===== src/rtl/lcd_stream_gen_if.sv =====
// lcd_stream_gen_if: upstream pixel valid/ready handshake feeding the LCD stream generator.
interface lcd_stream_gen_if #(parameter int DW = 15);
    logic          pix_valid;
    logic [DW-1:0] pix_data;
    logic          pix_ready;
    modport master (output pix_valid, pix_data, input pix_ready);
    modport slave  (input pix_valid, pix_data, output pix_ready);
endinterface


===== src/rtl/lcd_stream_gen.sv =====
// lcd_stream_gen: Game Boy LCD dot/line timing and pixel stream source for the scan-doubler.
// Pulls pixels from a valid/ready source and pads late lines so every visible line gets PIX_W strobes.
module lcd_stream_gen #(
    parameter int LINE_DOTS = 456,
    parameter int LINES     = 154,
    parameter int VIS_LINES = 144,
    parameter int OAM_DOTS  = 80,
    parameter int PRE_DOTS  = 12,
    parameter int PIX_W     = 160,
    parameter int DW        = 15
) (
    input  logic            clk,
    input  logic            reset,
    input  logic            ce,
    input  logic            lcd_on_in,
    lcd_stream_gen_if.slave pix,
    output logic            lcd_clkena,
    output logic [DW-1:0]   lcd_data,
    output logic [1:0]      lcd_mode,
    output logic            lcd_on,
    output logic [7:0]      ly,
    output logic            frame_start,
    output logic            underrun
);
    logic [8:0] dot, dot_n;
    logic [7:0] px_cnt, px_n, ly_n;
    logic [1:0] mode_n;
    logic [9:0] dots_left, pix_left;
    logic       line_end, pad_active, pad, xfer, strobe;

    assign line_end  = dot == 9'(LINE_DOTS - 1);
    assign dots_left = 10'(LINE_DOTS) - 10'(dot);
    assign pix_left  = 10'(PIX_W) - 10'(px_cnt);
    // Padding starts once the remaining dots exactly cover the missing pixels, then holds to line end.
    assign pad = lcd_mode == 2'd3 && (pad_active || (!pix.pix_valid && dots_left == pix_left));
    assign pix.pix_ready = ce && lcd_on_in && lcd_mode == 2'd3 && dot >= 9'(OAM_DOTS + PRE_DOTS)
                         && px_cnt < 8'(PIX_W) && !pad;
    assign xfer   = pix.pix_valid && pix.pix_ready;
    assign strobe = xfer || pad;

    always_comb begin
        dot_n  = (!lcd_on || line_end) ? 9'd0 : dot + 9'd1;
        ly_n   = !lcd_on ? 8'd0 : !line_end ? ly : (ly == 8'(LINES - 1)) ? 8'd0 : ly + 8'd1;
        px_n   = (!lcd_on || line_end) ? 8'd0 : px_cnt + {7'd0, strobe};
        mode_n = ly_n >= 8'(VIS_LINES) ? 2'd1 : dot_n < 9'(OAM_DOTS) ? 2'd2 : px_n < 8'(PIX_W) ? 2'd3 : 2'd0;
    end

    always_ff @(posedge clk or posedge reset) begin
        if (reset) begin
            dot         <= '0;
            ly          <= '0;
            px_cnt      <= '0;
            lcd_mode    <= '0;
            lcd_on      <= 1'b0;
            lcd_clkena  <= 1'b0;
            lcd_data    <= '0;
            frame_start <= 1'b0;
            underrun    <= 1'b0;
            pad_active  <= 1'b0;
        end else if (!ce) begin
            lcd_clkena  <= 1'b0;
            frame_start <= 1'b0;
        end else if (!lcd_on_in) begin
            dot         <= '0;
            ly          <= '0;
            px_cnt      <= '0;
            lcd_mode    <= '0;
            lcd_on      <= 1'b0;
            lcd_clkena  <= 1'b0;
            frame_start <= 1'b0;
            pad_active  <= 1'b0;
        end else begin
            dot         <= dot_n;
            ly          <= ly_n;
            px_cnt      <= px_n;
            lcd_mode    <= mode_n;
            lcd_on      <= 1'b1;
            lcd_clkena  <= strobe;
            frame_start <= dot_n == 9'd0 && ly_n == 8'd0;
            pad_active  <= pad && !line_end;
            if (strobe) lcd_data <= pad ? '0 : pix.pix_data;
            if (pad) underrun <= 1'b1;
        end
    end
endmodule


===== src/flat_wrapper.sv =====
// flat-port wrapper written by rule: the top's interface ports become plain ports
module lcd_stream_gen_flat 
#(
    parameter int LINE_DOTS = 456,
    parameter int LINES     = 154,
    parameter int VIS_LINES = 144,
    parameter int OAM_DOTS  = 80,
    parameter int PRE_DOTS  = 12,
    parameter int PIX_W     = 160,
    parameter int DW        = 15
)
  (clk, reset, ce, lcd_on_in, lcd_clkena, lcd_data, lcd_mode, lcd_on, ly, frame_start, underrun, pix_pix_valid, pix_pix_data, pix_pix_ready);
  lcd_stream_gen_if #(.DW(DW)) pix_i ();
  input  logic clk;
  input  logic reset;
  input  logic ce;
  input  logic lcd_on_in;
  output logic lcd_clkena;
  output logic [DW-1:0] lcd_data;
  output logic [1:0] lcd_mode;
  output logic lcd_on;
  output logic [7:0] ly;
  output logic frame_start;
  output logic underrun;
  input wire logic [$bits(pix_i.pix_valid)-1:0] pix_pix_valid;
  input wire logic [$bits(pix_i.pix_data)-1:0] pix_pix_data;
  output wire logic [$bits(pix_i.pix_ready)-1:0] pix_pix_ready;
  assign pix_i.pix_valid = pix_pix_valid;
  assign pix_i.pix_data = pix_pix_data;
  assign pix_pix_ready = pix_i.pix_ready;
  lcd_stream_gen #(.LINE_DOTS(LINE_DOTS), .LINES(LINES), .VIS_LINES(VIS_LINES), .OAM_DOTS(OAM_DOTS), .PRE_DOTS(PRE_DOTS), .PIX_W(PIX_W), .DW(DW)) u_core (.clk(clk), .reset(reset), .ce(ce), .lcd_on_in(lcd_on_in), .pix(pix_i), .lcd_clkena(lcd_clkena), .lcd_data(lcd_data), .lcd_mode(lcd_mode), .lcd_on(lcd_on), .ly(ly), .frame_start(frame_start), .underrun(underrun));
endmodule

===== config.mk =====
export PLATFORM = sky130hd
export DESIGN_NAME = lcd_stream_gen_flat
export DESIGN_NICKNAME = d
export VERILOG_FILES = /design/src/rtl/lcd_stream_gen_if.sv /design/src/rtl/lcd_stream_gen.sv /design/src/flat_wrapper.sv
export SDC_FILE = /design/constraint.sdc
export NUM_CORES = 1
export LEC_CHECK = 0
export CAP_MARGIN = 20
export CELL_PAD_IN_SITES_DETAIL_PLACEMENT = 1
export CELL_PAD_IN_SITES_GLOBAL_PLACEMENT = 1
export CORE_MARGIN = 2
export CORE_UTILIZATION = 41
export DETAILED_ROUTE_END_ITERATION = 10
export PLACE_DENSITY_LB_ADDON = 0.1
export SYNTH_ARGS = -nofsm -noshare
export SYNTH_HDL_FRONTEND = slang
export SYNTH_SLANG_ARGS = --single-unit

===== constraint.sdc =====
create_clock -name clk -period 3.8 [get_ports clk]
set_input_delay 0.38 -clock clk [delete_from_list [all_inputs] [get_ports clk]]
set_output_delay 0.38 -clock clk [all_outputs]
set_load 0.03 [all_outputs]

==> results.py <==
metrics = {
    "status": {
        "outcome": "complete, no violations",
    },
    "finish": {
        "n_fill_cell": 877,
        "design_area_sq_mm": 0.00407,
        "syn2layout_area_growth_pct": 30.9,
        "diodes": 0,
        "final_nets": 435,
        "layout-drive-gt1-share_pct": 15.2,
        "fin_cells": 508,
    },
    "critical_path": {
        "arrival_ns": 4.04,
        "worstPathCellList": "or3_4, o41a_4, nor4b_4, nor3b_2, a211oi_4, nor3_2, nor2_1, ha_2, ha_4, and3_4, a31oi_1, a22o_1, a22oi_2, nor2_1, o22a_1, o2bb2ai_2",
        "cpMostUsedCell": "nor2_1",
        "startpoint_type": "flop",
        "crit_type": "flop to flop",
        "crit_slowest_cell": "o41a_4",
        "cp_max_fo": 5,
        "worstPathRequired_ns": 4.05,
        "critPathCaptureType": "flop",
        "critPathMaxStageDelay_ns": 0.54,
    },
    "power": {
        "p_per_area_mw_per_mm2": 248,
        "peakVddDrop_mv": 0.213,
        "p_leak_nw": 1.69,
    },
    "cts": {
        "insertion_delay_ns": 0.31,
        "clk_path_buf_depth": 2,
        "root_buffer": "clkbuf_8",
        "clkTransAtPathRegs_ns": 0.10,
        "ctsHoldBuffers": 0,
        "cts_sinks": 47,
        "cts_made_buffers": 5,
        "h-tree-depth": 2,
        "cts_tree": "built",
    },
    "drt": {
        "drt_wl_total_mm": 10.5,
        "first_pass_iters": 4,
        "via_count": 3010,
        "via_per_inst": 5.93,
        "ant_nets": 0,
        "drc_errors": 0,
        "wl_per_cell_microns": 20.7,
        "drtIter0Drc": 153,
    },
    "synth": {
        "synth_seq_area_share_pct": 37.8,
        "postSynth.asyncResetShare_pct": 100,
        "synthTopCellsByArea": "dfrtp_1 38%, nand2_1 5.8%, o21ai_0 5.1%",
        "yosysTopAreaCellShare_pct": 37.8,
        "yosys.area.top_type": "dfrtp_1",
        "syn-cell-area_sq_mm": 0.00311,
        "syn_nets": 376,
        "ys_types": 61,
        "synth-main-ff-cell": "dfrtp_1",
        "ys_ff_latch": 47,
        "synth_cells": 349,
        "synth_enable_flop_cells": 0,
        "ys_warn_count": 0,
        "synth.avg_cell_area_sq_um": 8.92,
    },
    "floorplanning": {
        "fp.coreArea_sq_mm": 0.00729,
        "rows": 31,
        "fp.dieArea_sq_mm": 0.00830,
        "die_h_microns": 91.1,
        "io_pins": 50,
        "die_x_microns": 91.1,
        "start_util_pct": 42.7,
    },
    "placed_design": {
        "placed_cell_area_sq_mm": 0.00376,
        "hpwl_mm": 7.48,
        "pre_cts_slack_ns": 0.0580,
        "placed_cells": 492,
        "port_buffers": 49,
        "place.gp.congestion": 0.810,
    },
    "timing": {
        "timing.final.crit_share_pct": 99.7,
        "maxSlewViolCount": 0,
        "tightestPinTransition_ns": 0.974,
        "relSlewSlack_pct": 34.8,
        "finalCriticalPeriod_ns": 3.79,
        "fmax_ghz": 0.264,
        "setup_viol": 0,
        "worst_slack_ns": 0.00980,
        "hold_viol": 0,
        "rsz0062_at_grt": "true",
        "clock_skew_ns": 0.0133,
    },
    "flow_run": {
        "drv_cap": 0,
    },
    "grt": {
        "grt_usage_pct": 25.4,
        "grt_antenna_before_repair": 0,
        "grt_start_max_net_pins": 48,
        "grt_overflow": 0,
        "grt_pass1_wl_mm": 16.9,
        "grt_pass1_vias": 3113,
    },
    "min_path": {
        "hold_class": "primary input to async pin",
    },
}
[cell usage after synthesis, drive strengths merged (7+ instances only)]
| library cell | n |
|---|---|
| nand2 | 48 |
| xor2 | 11 |
| a32o | 15 |
| o21ai | 32 |
| nor2 | 20 |
| inv | 16 |
| o31ai | 10 |
| ha | 7 |
| xnor2 | 12 |
| nor3 | 10 |
| clkbuf | 19 |
| nand3 | 11 |
| a21oi | 8 |
| dfrtp | 47 |
| and3 | 9 |
[per-stage QoR]
step / hold WS [ns] / setup TNS [ns] / power (mW) / utilization [%]
3_5_place_dp: 0.455 / 0 / 0.621 / 51.6
5_1_grt: 0.276 / -0.246 / 1.04 / 55.9
2_1_floorplan: 0.550 / 0 / 0.570 / -
4_1_cts: 0.483 / 0 / 1.01 / 53.4
6_report: 0.272 / 0 / 1.01 / 55.9
3_3_place_gp: 0.454 / 0 / 0.619 / 51.6
[cell families (layout without fill, tap and decap cells)]
kind of cell | Yosys count | after routing | share of synthesized area, %
AO/OA/AOI/OAI | 99 | 99 | 24.3
multiplexers | 3 | 3 | 0.965
adder cells (fa/ha/maj) | 7 | 7 | 2.81
buffers and inverters | 40 | 100 | 5.43
XOR/XNOR | 25 | 25 | 7.92
flip-flops | 47 | 47 | 37.8
AND/OR/NAND/NOR | 128 | 128 | 20.8
[registers in the layout (all words and copies together) (netlist names)]
signal / cells
u_core.px_cnt: 8
u_core.lcd_clkena: 1
u_core.underrun: 1
u_core.ly: 8
u_core.lcd_data: 15
u_core.frame_start: 1
u_core.pad_active: 1
u_core.dot: 9
u_core.lcd_mode: 2
u_core.lcd_on: 1
[worst max-delay path: cells and delay by family (launching register included)]
kind | cells | cell delay [ns]
flops | 1 | 0.40
compound gates | 7 | 1.62
simple gates | 7 | 1.33
fa+ha+maj | 2 | 0.37
[cells in the final DEF, fill, tap and decap left out, types with 3 or more instances in the layout]
cell,synthesis,layout
and3_1,8,8
a22o_1,5,5
nand2_1,48,48
nor3b_1,3,3
nor2_1,20,20
nor3_1,10,8
nand4_1,5,5
a21oi_1,8,8
buf_4,1,26
o21ai_0,32,31
ha_1,7,4
xnor2_1,12,12
clkbuf_8,0,5
o31ai_1,8,8
a32o_1,15,15
nand2b_1,3,3
inv_1,16,14
dfrtp_1,47,47
xor2_1,11,11
nor4_1,5,3
o211ai_1,3,3
nand3_1,11,11
clkdlybuf4s50_1,0,48
mux2i_1,3,3
[path summary, 6_finish.rpt]
path                                  startpoint            endpoint  slack (ns)  depth (start not counted)
worst min-delay path                       reset        u_core.ly[4]        0.27                          2
worst min register to register   u_core.underrun     u_core.underrun        0.48                          1
worst max register to register  u_core.px_cnt[4]  u_core.lcd_mode[0]        0.01                         16
max in group asynchronous                  reset       u_core.dot[6]        3.06                          3
worst max-delay path            u_core.px_cnt[4]  u_core.lcd_mode[0]        0.01                         16
min in group clk                 u_core.underrun     u_core.underrun        0.48                          1
[timing repair]
item	CTS	global route
gates resized for setup	2	21
setup endpoints to repair	1	2
pin swaps	1	11
buffers inserted	1	6
[per-layer routing]
layer | global-route usage (%) | up-vias | wire length [microns]
met1 | 34.9 | 1526 | 4700
met5 | 0 | - | 0
met2 | 42.8 | 78 | 5210
met4 | 4.04 | 0 | 68
li1 | - | 1400 | -
met3 | 4.56 | 6 | 530
[area by class of cell]
type / instances / area (sq um) / share of cell area [%]
clock buffers: 5 / 68.8 / 1.69
well taps: 99 / 124 / 3.04
clock inverters: 3 / 46.3 / 1.14
multi-input cells: 262 / 1890 / 46.4
inverters: 16 / 60.1 / 1.47
flip-flops and latches: 47 / 1180 / 28.9
repair buffers: 76 / 708 / 17.4
[power by group]
group	leakage, nW	internal, mW	switching [mW]
clock network	0.0548	0.199	0.193
logic	0.986	0.0471	0.0617
registers	0.652	0.504	0.00452
total	1.69	0.750	0.259
(Power assumes the default switching activity.)
